**config.mk**
```make
export PLATFORM = sky130hd
export DESIGN_NAME = pipeline_sequencer
export DESIGN_NICKNAME = d
export VERILOG_FILES = /design/src/rtl/pipeline_sequencer.sv
export SDC_FILE = /design/constraint.sdc
export NUM_CORES = 1
export LEC_CHECK = 0
export CORE_AREA = 3 3 40 42
export CTS_BUF_LIST = sky130_fd_sc_hd__clkbuf_16
export DETAILED_ROUTE_END_ITERATION = 8
export DIE_AREA = 0 0 43 45
export PLACE_DENSITY = 0.72
export SLEW_MARGIN = 20
export SYNTH_ARGS = -nofsm -noshare
export SYNTH_HDL_FRONTEND = slang
export SYNTH_SLANG_ARGS = --single-unit
```
**constraint.sdc**
```tcl
create_clock -name clk -period 2.86 [get_ports clk]
set_clock_uncertainty 0.15 [all_clocks]
set_input_delay 0.572 -clock clk [delete_from_list [all_inputs] [get_ports clk]]
set_output_delay 0.572 -clock clk [all_outputs]
set_load 0.02 [all_outputs]
```
**src/rtl/pipeline_sequencer.sv**
```systemverilog
`default_nettype none
// ============================================================================
// Module      : pipeline_sequencer
// Description : Drives the PC and IF/ID/EXE/MEM stage-register enables and
//               bubble flushes. It provides a startup fill ramp, load-use
//               bubble insertion, taken-branch flush and an optional
//               fixed-latency mul/div freeze.
// Options     : PIPE_MD_STALL_EN - when defined, adds the MD_WAIT state,
//               md_cnt and the id_md_start handling.
// Revision    : 1.0 - initial release
// ============================================================================
module pipeline_sequencer #(
    parameter int REG_ADDR_W = 5,
    parameter int MD_CYCLES  = 32
) (
    input  logic                  clk,
    input  logic                  reset,
    input  logic                  ena,
    input  logic [REG_ADDR_W-1:0] id_rs_addr,
    input  logic [REG_ADDR_W-1:0] id_rt_addr,
    input  logic                  id_rs_used,
    input  logic                  id_rt_used,
    input  logic                  id_md_start,
    input  logic                  exe_is_load,
    input  logic                  exe_rd_we,
    input  logic [REG_ADDR_W-1:0] exe_rd_addr,
    input  logic                  exe_branch_taken,
    output logic                  pc_ena,
    output logic                  if_id_ena,
    output logic                  id_exe_ena,
    output logic                  exe_mem_ena,
    output logic                  if_id_flush,
    output logic                  id_exe_flush,
    output logic                  md_busy,
    output logic [1:0]            seq_state
);

    localparam logic [1:0] c_ST_FILL    = 2'b00;
    localparam logic [1:0] c_ST_RUN     = 2'b01;
    localparam logic [1:0] c_ST_MD_WAIT = 2'b10;

    logic [1:0] state_q, state_d;
    logic [1:0] fill_cnt_q, fill_cnt_d;

    logic w_rs_hit;
    logic w_rt_hit;
    logic w_load_use;

    logic w_pc_ena;
    logic w_if_id_ena;
    logic w_id_exe_ena;
    logic w_exe_mem_ena;
    logic w_if_id_flush;
    logic w_id_exe_flush;

`ifdef PIPE_MD_STALL_EN
    localparam int                c_MD_W    = $clog2(MD_CYCLES);
    // The start cycle counts as one EXE cycle, and the cycle that sees
    // md_cnt==0 is the last MD_WAIT cycle, hence the -2 preload.
    localparam logic [c_MD_W-1:0] c_MD_LOAD = c_MD_W'(MD_CYCLES - 2);
    localparam logic [c_MD_W-1:0] c_MD_ONE  = c_MD_W'(1);

    logic [c_MD_W-1:0] md_cnt_q, md_cnt_d;
`else
    // Mul/div freeze is compiled out; the start strobe has no effect.
    logic w_unused_md_start;
    assign w_unused_md_start = id_md_start;
`endif

    // Load-use: the ID instruction needs a register a load in EXE has not produced yet.
    assign w_rs_hit   = id_rs_used && (id_rs_addr == exe_rd_addr);
    assign w_rt_hit   = id_rt_used && (id_rt_addr == exe_rd_addr);
    assign w_load_use = exe_is_load && exe_rd_we && (exe_rd_addr != '0) && (w_rs_hit || w_rt_hit);

    // State register: reset restarts the fill ramp from any phase.
    always_ff @(posedge clk) begin
        if (reset) begin
            state_q    <= c_ST_FILL;
            fill_cnt_q <= 2'd0;
`ifdef PIPE_MD_STALL_EN
            md_cnt_q   <= '0;
`endif
        end else begin
            state_q    <= state_d;
            fill_cnt_q <= fill_cnt_d;
`ifdef PIPE_MD_STALL_EN
            md_cnt_q   <= md_cnt_d;
`endif
        end
    end

    // Next-state logic: everything holds while ena is low.
    always_comb begin
        state_d    = state_q;
        fill_cnt_d = fill_cnt_q;
`ifdef PIPE_MD_STALL_EN
        md_cnt_d   = md_cnt_q;
`endif
        if (ena) begin
            case (state_q)
                c_ST_FILL: begin
                    if (fill_cnt_q == 2'd2) begin
                        state_d = c_ST_RUN;
                    end else begin
                        fill_cnt_d = fill_cnt_q + 2'd1;
                    end
                end
                c_ST_RUN: begin
`ifdef PIPE_MD_STALL_EN
                    // A branch squashes the mul/div; a load-use stall defers it.
                    if (!exe_branch_taken && !w_load_use && id_md_start) begin
                        state_d  = c_ST_MD_WAIT;
                        md_cnt_d = c_MD_LOAD;
                    end
`else
                    state_d = c_ST_RUN;
`endif
                end
`ifdef PIPE_MD_STALL_EN
                c_ST_MD_WAIT: begin
                    if (md_cnt_q == '0) begin
                        state_d = c_ST_RUN;
                    end else begin
                        md_cnt_d = md_cnt_q - c_MD_ONE;
                    end
                end
`endif
                default: state_d = c_ST_FILL;
            endcase
        end
    end

    // Output decode before the global run-enable gate.
    always_comb begin
        w_pc_ena       = 1'b0;
        w_if_id_ena    = 1'b0;
        w_id_exe_ena   = 1'b0;
        w_exe_mem_ena  = 1'b0;
        w_if_id_flush  = 1'b0;
        w_id_exe_flush = 1'b0;
        case (state_q)
            c_ST_FILL: begin
                w_pc_ena     = 1'b1;
                w_if_id_ena  = (fill_cnt_q >= 2'd1);
                w_id_exe_ena = (fill_cnt_q >= 2'd2);
            end
            c_ST_RUN: begin
                if (exe_branch_taken) begin
                    w_pc_ena       = 1'b1;
                    w_if_id_ena    = 1'b1;
                    w_id_exe_ena   = 1'b1;
                    w_exe_mem_ena  = 1'b1;
                    w_if_id_flush  = 1'b1;
                    w_id_exe_flush = 1'b1;
                end else if (w_load_use) begin
                    // Hold PC and IF/ID, push a bubble into EXE, let the load drain.
                    w_id_exe_ena   = 1'b1;
                    w_id_exe_flush = 1'b1;
                    w_exe_mem_ena  = 1'b1;
                end else begin
                    w_pc_ena      = 1'b1;
                    w_if_id_ena   = 1'b1;
                    w_id_exe_ena  = 1'b1;
                    w_exe_mem_ena = 1'b1;
                end
            end
            c_ST_MD_WAIT: begin
                w_pc_ena = 1'b0;
            end
            default: begin
                w_pc_ena = 1'b0;
            end
        endcase
    end

    assign pc_ena       = ena && w_pc_ena;
    assign if_id_ena    = ena && w_if_id_ena;
    assign id_exe_ena   = ena && w_id_exe_ena;
    assign exe_mem_ena  = ena && w_exe_mem_ena;
    assign if_id_flush  = ena && w_if_id_flush;
    assign id_exe_flush = ena && w_id_exe_flush;
    assign seq_state    = state_q;

`ifdef PIPE_MD_STALL_EN
    assign md_busy = (state_q == c_ST_MD_WAIT);
`else
    assign md_busy = 1'b0;
`endif

endmodule
`default_nettype wire

```
==> results.toml, run 1 <==
[cts]
cts_tree = "built"
cts.clk_slew.worst_paths_ns = 0.03
hold_buffers = 0
clock_sinks = 3
root_buffer = "clkbuf_16"
htreeDepth = 1
clock_path_buffers = 2
numCtsBuffers = 3
clk_latency_ns = 0.22

[global_route]
grt_antenna_before_repair = 0
grt.total_usage_pct = 11.6
grt_pass1_vias = 382
grt_max_degree = 9
grt_overflow = 0
grt_pass1_wl_um = 1610

[yosys]
synthTopCellsByArea = "xnor2_1 (27%), dfxtp_1 (17%), ha_1 (6.9%)"
synthFlopType = "dfxtp_1"
yosys.area_share.simple_pct = 20.4
yosysSeqAreaShare_pct = 16.6
synthAdderAreaFrac_pct = 6.92
synth-seq-cells = 3
yosysTopAreaCellShare_pct = 26.6
synth_top_family_by_area = "XOR/XNOR gates"
netlist_instances = 45
synthArstFlopShare_pct = 0
syn-cell-area_sq_um = 362
ys.warnings.count = 0
synth_compound_area_share_pct = 19.0
synth_edf_count = 0
yosys.area.top_type = "xnor2_1"
synthTopCellsByCount = "xnor2_1 (11), nor2_1 (4), buf_4 (3), dfxtp_1 (3), inv_1 (3)"
yosys.cell_count.top_type = "xnor2_1"
synth_xor_area_share_pct = 26.6
avgSynthCellArea_sq_um = 8.04
yosysUniqueCellTypes = 22
synthMuxAreaShare_pct = 0

[power_and_ir_drop]
power_leakage_nw = 0.307
pwr-share-seq_pct = 13.8
switchingPower_uw = 85.6
intPower_uw = 290
ir_drop_v = 0.000601
p_clk_share_pct = 58.1
p_sw_share_pct = 22.8
powerDensity_mw_per_mm2 = 503
comb_power_share_pct = 28.1

[setup_path]
crit_family = "simple AND/OR/NAND/NOR gates"
crit_fanout = 2
cp.arrival_ns = 2.02
cp-end-kind = "primary output"
critPathSlowestCell = "or3_1"
cp_cell_sequence = "dlygate4sd2_1 > or3_1 > o311a_1 > and3b_4 > a21boi_2 > buf_4"
start_kind = "primary input"
cpPeakStageDelay_ns = 0.38
path_buf_inv = 2
path_class = "in -> out"
critPathRequiredTime_ns = 2.14

[cells_and_area]
n_antenna_cell = 0
fill_cells = 127
layout-drive-gt1-share_pct = 17.5
areaGrowthSynthToFinish_pct = 107
multiInputGateArea_sq_um = 272
fin_nets = 107
final_util_pct = 58.1
regArea_sq_um = 60.1

[route]
num_vias = 413
via_per_inst = 4.35
drtIter0Drc = 1
dr.pass1.iters = 4
ant_nets = 0
wl_per_cell_um = 10.8
wirelength_um = 1030
drc = 0

[timing]
setup_slack_ns = 0.118
setup_violations = 0
drv_slew = 0
fmax_ghz = 0.365
rsz0062_at_grt = "no"
hold_viol_final = 0
fin_hold_ws_ns = 0.369
finalCriticalPeriod_ns = 2.74
min_period_over_period_pct = 95.9

[floorplan]
initial_core_util_pct = 28.1
die_x_um = 43
rows = 13
die-area_sq_mm = 0.00194
die_h_um = 45
io_pins = 33
core_region_area_sq_mm = 0.00128

[placement]
port_buffers = 29
place_ws_ns = -0.495
place.gp.congestion = 0.694

[flow_run]
drv_cap = 0

[min_path]
hold_class = "reg -> reg"

[status]
status = "finished clean"
[per-stage QoR]
stage | setup TNS (ns) | cells | power [mW] | area, sq um
floorplan | 0 | 46 | 0.107 | 365
global placement | -1.25 | 91 | 0.159 | 682
detailed placement | -1.32 | 91 | 0.162 | 682
CTS | 0 | 95 | 0.381 | 747
global route | 0 | 95 | 0.398 | 747
finish | 0 | 95 | 0.376 | 747
[per-layer routing]
| metal | GRT usage [%] | share of wire, % | vias up |
|---|---|---|---|
| met5 | 0 | 0 | - |
| met4 | 7.23 | 1.5 | 0 |
| met3 | 1.99 | 7.4 | 2 |
| met2 | 21.9 | 53 | 17 |
| met1 | 11.8 | 38 | 174 |
| li1 | - | - | 220 |
[flip-flops by register name, indices dropped and copies added (netlist names)]
signal      count
seq_state       1
fill_cnt_q      2
[cell families after synthesis]
logic type	count (synthesis)
AND/OR/NAND/NOR	13
XOR/XNOR	11
buffers and inverters	6
adder cells (fa/ha/maj)	2
other	1
AO/OA/AOI/OAI	9
flip-flops	3
[cells in the final DEF (no fill, tap or decap)]
cell type	count
a31o_2	1
buf_2	1
dfxtp_1	3
nand2_1	2
o21ai_0	1
o311a_1	1
and3_1	1
o31a_1	1
conb_1	2
nor2_1	4
a21oi_2	1
a21boi_2	1
or3_1	1
and3b_4	1
xnor2_1	11
clkbuf_16	3
nand4_1	2
dlygate4sd2_1	3
inv_1	4
buf_4	6
nor3b_1	1
clkdlybuf4s50_1	23
and2_1	1
ha_1	2
o22ai_1	1
a21oi_1	2
[path summary, 6_finish.rpt]
| check | to | slack, ns | start | cells after the start |
|---|---|---|---|---|
| setup / recovery | pc_ena | 0.12 | exe_rd_addr[1] | 6 |
| hold reg to reg | fill_cnt_q[0] | 0.37 | fill_cnt_q[0] | 2 |
| hold / removal | fill_cnt_q[0] | 0.37 | fill_cnt_q[0] | 2 |
| setup reg to reg | fill_cnt_q[1] | 1.36 | fill_cnt_q[0] | 6 |
[worst min-delay path: stages, from the launching register on]
cell	delay (ns)
dfxtp_1	0.33
xnor2_1	0.08
nor2_1	0.07
[power groups by stage]
stage | Clock [mW] | Sequential [mW] | Combinational [mW]
floorplan | 0 | 0.0514 | 0.0551
global placement | 0 | 0.0521 | 0.107
detailed placement | 0 | 0.0525 | 0.109
CTS | 0.222 | 0.0520 | 0.107
global route | 0.228 | 0.0528 | 0.116
finish | 0.218 | 0.0519 | 0.106
[repair_timing]
action,in CTS,in global routing
gates resized for setup,17,0
buffers inserted,0,0
endpoints found under the setup margin,3,0
[area by class of cell]
cell class	count	area share (%)
clock inverter	1	0.503
clock buffer	3	10.1
inverter	3	1.51
sequential	3	8.04
timing repair buffer	33	41.0
multi-input combinational	37	36.3
tap	15	2.51
(Power assumes the default switching activity.)
==> inputs of run 2 (changes only) <==
- ABC_AREA: not set -> 1
- PLACE_DENSITY: 0.72 -> 0.79
==> results.toml, run 2 <==
[setup_path]
cp-end-kind = "primary output"
critPathSlowestCell = "clkdlybuf4s50_1"
crit_fanout = 3
path_class = "in -> out"
crit_path_start = "exe_rd_addr[0]"
critPathRequiredTime_ns = 2.14
cp.arrival_ns = 2.02
cpPeakStageDelay_ns = 0.51
cp_cell_sequence = "clkdlybuf4s50_1 > inv_2 > nand2_1 > nand2_1 > nor2_1 > nand3_1 > nand2_1 > nand3_1 > nand2_1 > nor2_1 > clkdlybuf4s15_1"
path_buf_inv = 3
timing.rr.start = "fill_cnt_q[0]"
start_kind = "primary input"
crit_family = "buffers and inverters"
critPathMostFrequentCell = "nand2_1"

[cells_and_area]
fin_nets = 148
final_util_pct = 63.1
layout_common_cells = "nand2_1 (33), clkdlybuf4s50_1 (25), inv_1 (19), nor2_1 (14)"
n_antenna_cell = 0
final_common_cell = "nand2_1"
regMostFlops = "fill_cnt_q"
layout-drive-gt1-share_pct = 8.26
areaGrowthSynthToFinish_pct = 82.5
largest_reg_flops = 2

[cts]
htreeDepth = 1
clock_sinks = 3
cts.clk_slew.worst_paths_ns = 0.03
root_buffer = "clkbuf_16"
cts_tree = "built"
clock_path_buffers = 2
clk_latency_ns = 0.22
numCtsBuffers = 3
hold_buffers = 0

[global_route]
use_met1_pct = 13.2
grtUsageMet3_pct = 1.20
met2_usage_pct = 26.0
grt_pass1_wl_um = 1910
grt_overflow = 0
grt_busiest_layer = "met2"
grt_pass1_vias = 509
grt_antenna_before_repair = 0
grt.total_usage_pct = 12.8
grt_max_degree = 6

[floorplan]
die_x_um = 43
die-area_sq_mm = 0.00194
rows = 13
die_h_um = 45
core_region_area_sq_mm = 0.00128
io_pins = 33
initial_core_util_pct = 34.6

[route]
wirelength_um = 1220
drtIter0Drc = 9
ant_nets = 0
dr.pass1.iters = 3
num_vias = 576
wl_per_cell_um = 8.94
drc = 0
via_per_inst = 4.24

[power_and_ir_drop]
finalPower_uw = 375
ir_drop_v = 0.000184
powerDensity_mw_per_mm2 = 463
power_leakage_nw = 0.459

[yosys]
ys.warnings.count = 0
yosysSeqAreaShare_pct = 13.5
synthTopCellsByCount = "nand2_1 (33), inv_1 (18), nor2_1 (14)"
yosysUniqueCellTypes = 15
netlist_instances = 90
synthTopCellsByArea = "nand2_1 (28%), inv_1 (15%), dfxtp_1 (14%)"
yosys.area.top_type = "nand2_1"
avgSynthCellArea_sq_um = 4.94
synth_edf_count = 0
syn-cell-area_sq_um = 444
yosys.cell_count.top_type = "nand2_1"
yosysTopAreaCellShare_pct = 27.9
synthFlopType = "dfxtp_1"
synth-seq-cells = 3
synthArstFlopShare_pct = 0

[min_path]
hold_start = "fill_cnt_q[1]"
hold_class = "reg -> reg"

[timing]
hold_viol_final = 0
finalCriticalPeriod_ns = 2.74
tns_ns = 0
min_period_over_period_pct = 95.9
rsz0062_at_grt = "no"
fmax_ghz = 0.365
setup_violations = 0
drv_slew = 0

[placement]
port_buffers = 29
hpwl_um = 1020
place.gp.congestion = 0.761

[flow_run]
drv_cap = 0

[status]
status = "finished clean"
run 2: metal layers:
layer  vias up  part of all wire (%)
met4         0                     0
met2        16                    50
met3         0                   5.0
li1        325                     -
met5         -                     0
met1       235                    45
run 2: worst min-delay path, delay by kind of cell (launching register included):
family	cells	cell delay, ns
flip-flops	1	0.30
AO/OA/AOI/OAI	1	0.08
buffers and inverters	1	0.09
run 2: kinds of logic after synthesis:
family | Yosys count | share of synthesized area (%)
adder cells (fa/ha/maj) | 2 | 5.63
AND/OR/NAND/NOR | 53 | 47.0
other | 1 | 0.844
flip-flops | 3 | 13.5
buffers and inverters | 25 | 23.7
AO/OA/AOI/OAI | 6 | 9.30
run 2: report_power, final:
group | switching (mW) | total (mW) | internal [mW] | leakage (nW)
clock network | 0.0413 | 0.222 | 0.181 | 0.0423
registers | 0.00229 | 0.0489 | 0.0466 | 0.0247
logic | 0.0516 | 0.104 | 0.0526 | 0.392
run 2: repair_timing:
action | CTS | global route
setup endpoints to repair | 3 | 3
gates resized for setup | 3 | 5
setup buffers | 0 | 0
hold endpoints to repair | 0 | 0
run 2: path summary, 6_finish.rpt:
check                        to  slack, ns  cells after the start
setup reg to reg  fill_cnt_q[1]       1.46                      5
hold reg to reg   fill_cnt_q[1]       0.38                      2
hold / removal    fill_cnt_q[1]       0.38                      2
setup / recovery      if_id_ena       0.12                     11
run 2: area by class of cell:
class	count	area (sq um)
Clock buffer	3	75.1
Clock inverter	1	3.75
Fill cell	125	474
Inverter	22	82.6
Multi-Input combinational cell	63	283
Sequential cell	3	60.1
Tap cell	15	18.8
Timing Repair Buffer	29	288
run 2: metrics by stage:
step,worst slack [ns],hold slack (ns),area (sq um),std cells
floorplan,0.837,0.329,448,91
global placement,-0.172,0.350,734,132
detailed placement,-0.172,0.370,734,132
CTS,0.0674,0.377,810,136
global route,0.00132,0.387,811,136
finish,0.117,0.376,811,136
==> patch 1, RTL diff (settings of run 2) <==
The parameter `REG_ADDR_W` goes from 5 to 4.
--- a/src/rtl/pipeline_sequencer.sv
+++ b/src/rtl/pipeline_sequencer.sv
@@ -10,7 +10,7 @@
 // Revision    : 1.0 - initial release
 // ============================================================================
 module pipeline_sequencer #(
-    parameter int REG_ADDR_W = 5,
+    parameter int REG_ADDR_W = 4,
     parameter int MD_CYCLES  = 32
 ) (
     input  logic                  clk,
Ports: changed (resized exe_rd_addr, id_rs_addr and id_rt_addr); port bits go from 33 to 30. The function was not compared with the original's and may differ.
==> patch 1 against run 2 <==
Critical endpoint is now id_exe_flush. Via count shrank 16%. Critical path depth fell by 1. Clock power fell by 5%. Sequential cell count is the same. Fmax increased by 1.0%. Final area shrank 12%. Total power fell by 6.1%. Wire length shrank 21%. Worst setup slack better by 28 ps. Synthesized area is 13% lower. Final cell count decreased by 15%. Synthesized cell count fell by 19%. Highest routed layer unchanged. Count of clock-buffer cells in the layout stayed put.
==> patch 1: results (changes against run 2) <==
Hold Path Sink: fill_cnt_q[0]
Buffers on Ports: 26 (-10%)
Status: finished, final reports clean
Initial detailed-routing violation count: 11 (+2)
Number of global-route vias before repair: 413 (-19%)
CP Data Arrival Time: 1990 ps (-30 ps)
Routability cong.: 0.743 (-2.3%)
Synth cell count leaders: nand2_1 (22), inv_1 (15), nor2_1 (11)
Yosys cell types: 16 (+1)
Post-placement cell count: 112 (-15%)
Inverters: 17 (-23%)
Max IR drop VDD: 0.554 mV (+200%)
GRT Overall Usage: 10.4% (-2.4 points)
Met1 WL: 381 um (-30%)
Non-CTS buffers: 26 (-10%)
Multi-input gate count: 51 (-19%)
Area contributors post-synth: nand2_1 (21%), dfxtp_1 (15%), inv_1 (15%)
Worst Setup SP: exe_rd_addr[2]
Hold Crit Start: fill_cnt_q[0]
Drt pass-1 iters: 4 (+1)
First-pass GRT wire length: 1500 um (-22%)
Layout buffering overhead excluding clock cells: 34.8% (-0.70 points)
Fin cells: 116 (-15%)
Dpl hpwl: 847 um (-17%)
Worst setup endpoint: id_exe_flush
Int Power: 0.273 mW (-2.4%)
GR Util met2: 18.6% (-7.5 points)
Metal2 WL: 519 um (-15%)
LEAKAGE: 0.390 nW (-15%)
Syn Inst Count: 73 (-19%)
Fraction of area in multi-input gates: 34.3% (-0.61 points)
DR WL met3: 54 um (-11%)
Total Wirelength: 955 um (-21%)
Share of cells above drive strength 1: 8.91% (+0.65 points)
Met3 usage: 3.59% (+2.4 points)
## patch 1: cell count changes after synthesis
cell	run 2	this run
nand4_1	1	0
a21oi_2	1	0
xnor2_1	0	2
nor2_1	14	11
nand2_1	33	22
inv_2	4	2
a31oi_1	0	1
inv_1	18	15
nand2_2	0	1
## patch 1: kinds of logic after synthesis
kind of cell | Yosys count | synth area share [%]
and+or+nand+nor | 39 | 40.3
buffers and inverters | 20 | 22.3
AOI/OAI and AO/OA | 6 | 10.0
DFF | 3 | 15.5
xor gates and xnor gates | 2 | 4.52
adders and majority gates | 2 | 6.45
other | 1 | 0.967
## patch 1: per-stage QoR
step	hold slack [ps]	cell area (um^2)	total power, mW	util (%)	setup slack (ps)
6_report	359	716	0.352	55.7	144
3_3_place_gp	349	648	0.143	50.4	-140
2_1_floorplan	329	392	0.0992	-	868
3_5_place_dp	354	648	0.144	50.4	-151
5_1_grt	407	716	0.375	55.7	18.8
4_1_cts	364	723	0.359	56.3	64.4
==> patch 2, RTL diff (flow settings as in run 2) <==
Made on the original files. Reset style: asynchronous (`reset`), changed in one clocked block.
--- a/src/rtl/pipeline_sequencer.sv
+++ b/src/rtl/pipeline_sequencer.sv
@@ -73,7 +73,7 @@
     assign w_load_use = exe_is_load && exe_rd_we && (exe_rd_addr != '0) && (w_rs_hit || w_rt_hit);
 
     // State register: reset restarts the fill ramp from any phase.
-    always_ff @(posedge clk) begin
+    always_ff @(posedge clk or posedge reset) begin
         if (reset) begin
             state_q    <= c_ST_FILL;
             fill_cnt_q <= 2'd0;
Formal check against the unedited RTL: differs if reset is asserted again (counterexample within 4 cycles, from zero or initial values and one cycle with reset high); with reset held inactive, the same outputs for 10 cycles.
==> patch 2 against run 2 <==
Combinational power down 22%. First-iteration DRC count unchanged. Synthesized cell count unchanged. Synthesized area up 2.8%. Sequential cell count unchanged. Core utilization up 1.6 points. Wire length down 0.82%. Count of clock-buffer cells in the layout unchanged. Worst setup slack better by 29 ps. Final area up 2.5%. Sequential share of layout area up 1.6 points. Critical endpoint is now id_exe_flush. Fmax up 1.1%. Sequential power down 12%. Total power down 10%.
==> patch 2: results (changes against run 2) <==
Worst-Skew Late Latency: 220 ps (about the same)
Ys async rst share: 100% (+100 points)
Ys Warns: 0 (unchanged)
Buffers on Ports: 29 (unchanged)
Worst hold path type: primary input to asynchronous set/reset pin
Share of cells above drive strength 1: 9.02% (+0.75 points)
TritonCTS Buffers: 3 (unchanged)
Dpl hpwl: 995 um (-2.3%)
Synth cell count leaders: nand2_1 (32), inv_1 (20), nor2_1 (14)
Mean post-synth cell area: 5.07 um^2 (+2.8%)
Crit-path max FO: 3 (unchanged)
Clock transition at path regs: 30 ps (about the same)
Largest net degree at the start of global routing: 6 (unchanged)
Max FFs per register: 2 (unchanged)
Yosys cell types: 15 (unchanged)
Sequential cell area fraction in the yosys report: 16.4% (+2.9 points)
Total number of vias: 584 (+1.4%)
Initial antenna violation count: 0 (unchanged)
CTS Hold Bufs: 0 (unchanged)
Max clock buf depth: 2 (unchanged)
Layout Nets: 149 (+0.68%)
Postcts setup bufs: 0 (unchanged)
Post-placement cell count: 133 (+0.76%)
Initial detailed-routing violation count: 9 (unchanged)
Routability cong.: 0.727 (-4.5%)
Status: finished, final reports clean
Number of global-route vias before repair: 511 (+0.39%)
Fin cells: 137 (+0.74%)
First-pass GRT wire length: 1860 um (-2.5%)
# diodes: 0 (unchanged)
Drt pass-1 iters: 4 (+1)
Number of fill cells: 122 (-2.4%)
Largest Register: fill_cnt_q
Avg WL per Cell: 8.80 um (-1.5%)
Largest stage delay, worst path: 530 ps (+20 ps)
GRT Overall Usage: 13.0% (+0.21 points)
Residual DRC count: 0 (unchanged)
CP Data Arrival Time: 1990 ps (-30 ps)
Root Driver: clkbuf_16
LEAKAGE: 0.494 nW (+7.6%)
Most used DFF post-synth: dfrtp_1
Area contributors post-synth: nand2_1 (26%), dfrtp_1 (16%), inv_1 (16%)
Max stage delay cell, worst path: clkdlybuf4s50_1
H-tree Lvls: 1 (unchanged)
Max IR drop VDD: 0.472 mV (+160%)
## patch 2: changes by cell type in the layout (fill, tap and decap cells not counted), moves of 2 or more
cell             run 2  this run
a211oi_1             2         0
dfxtp_1              3         0
inv_1               19        21
dfrtp_1              0         3
## patch 2: logic make-up after synthesis
kind of cell               synth area share, %
and+or+nand+nor                           46.3
buffers and inverters                     23.8
AOI/OAI and AO/OA                         5.20
DFF                                       16.4
adders and majority gates                 5.48
xor gates and xnor gates                  1.92
other                                    0.821
## patch 2: per-stage QoR
step	instance area [um^2]	setup WS [ps]
floorplan	460	833
global placement	754	-160
detailed placement	754	-163
CTS	830	91.5
global route	831	6.54
finish	831	146
## patch 2: area by class of cell
type	instances	area share, %
inverter	23	10.4
multi-input combinational	62	33.3
clock inverter	1	0.452
sequential	3	9.04
clock buffer	3	9.04
tap	15	2.26
timing repair buffer	30	35.5
## patch 2: worst paths after layout
| kind | from | endpoint | slack (ps) | depth (start not counted) |
|---|---|---|---|---|
| setup / recovery | exe_rd_addr[3] | id_exe_flush | 150 | 10 |
| hold / removal | reset | seq_state[0] | 390 | 2 |
| setup reg to reg | fill_cnt_q[0] | fill_cnt_q[1] | 1530 | 6 |
| hold reg to reg | fill_cnt_q[1] | fill_cnt_q[1] | 420 | 2 |
| max in group asynchronous | reset | fill_cnt_q[1] | 2040 | 2 |
| min in group clk | fill_cnt_q[1] | fill_cnt_q[1] | 420 | 2 |
## patch 2: where the power goes
group | leakage, nW | switching [mW] | internal (mW) | total [mW]
logic | 0.425 | 0.0370 | 0.0438 | 0.0808
clock network | 0.0423 | 0.0342 | 0.180 | 0.214
registers | 0.0262 | 0 | 0.0428 | 0.0428
## patch 2: timing repair
item / in CTS / in global routing
resized for setup: 3 / 5
gates cloned: 0 / 0
setup endpoints to repair: 3 / 3
## patch 2: metal layers
metal | share of wire (%) | vias up | routed length [um] | GRT usage, %
li1 | - | 321 | - | -
met1 | 39 | 239 | 466 | 14.0
met2 | 53 | 24 | 640 | 23.1
met3 | 8.3 | 0 | 100 | 5.98
met4 | 0 | 0 | 0 | 3.61
met5 | 0 | - | 0 | 0
## patch 2: critical path, delay by kind of cell
| family | cells | cell delay, ps |
|---|---|---|
| and+or+nand+nor | 6 | 420 |
| AOI/OAI and AO/OA | 1 | 100 |
| buffers and inverters | 3 | 890 |
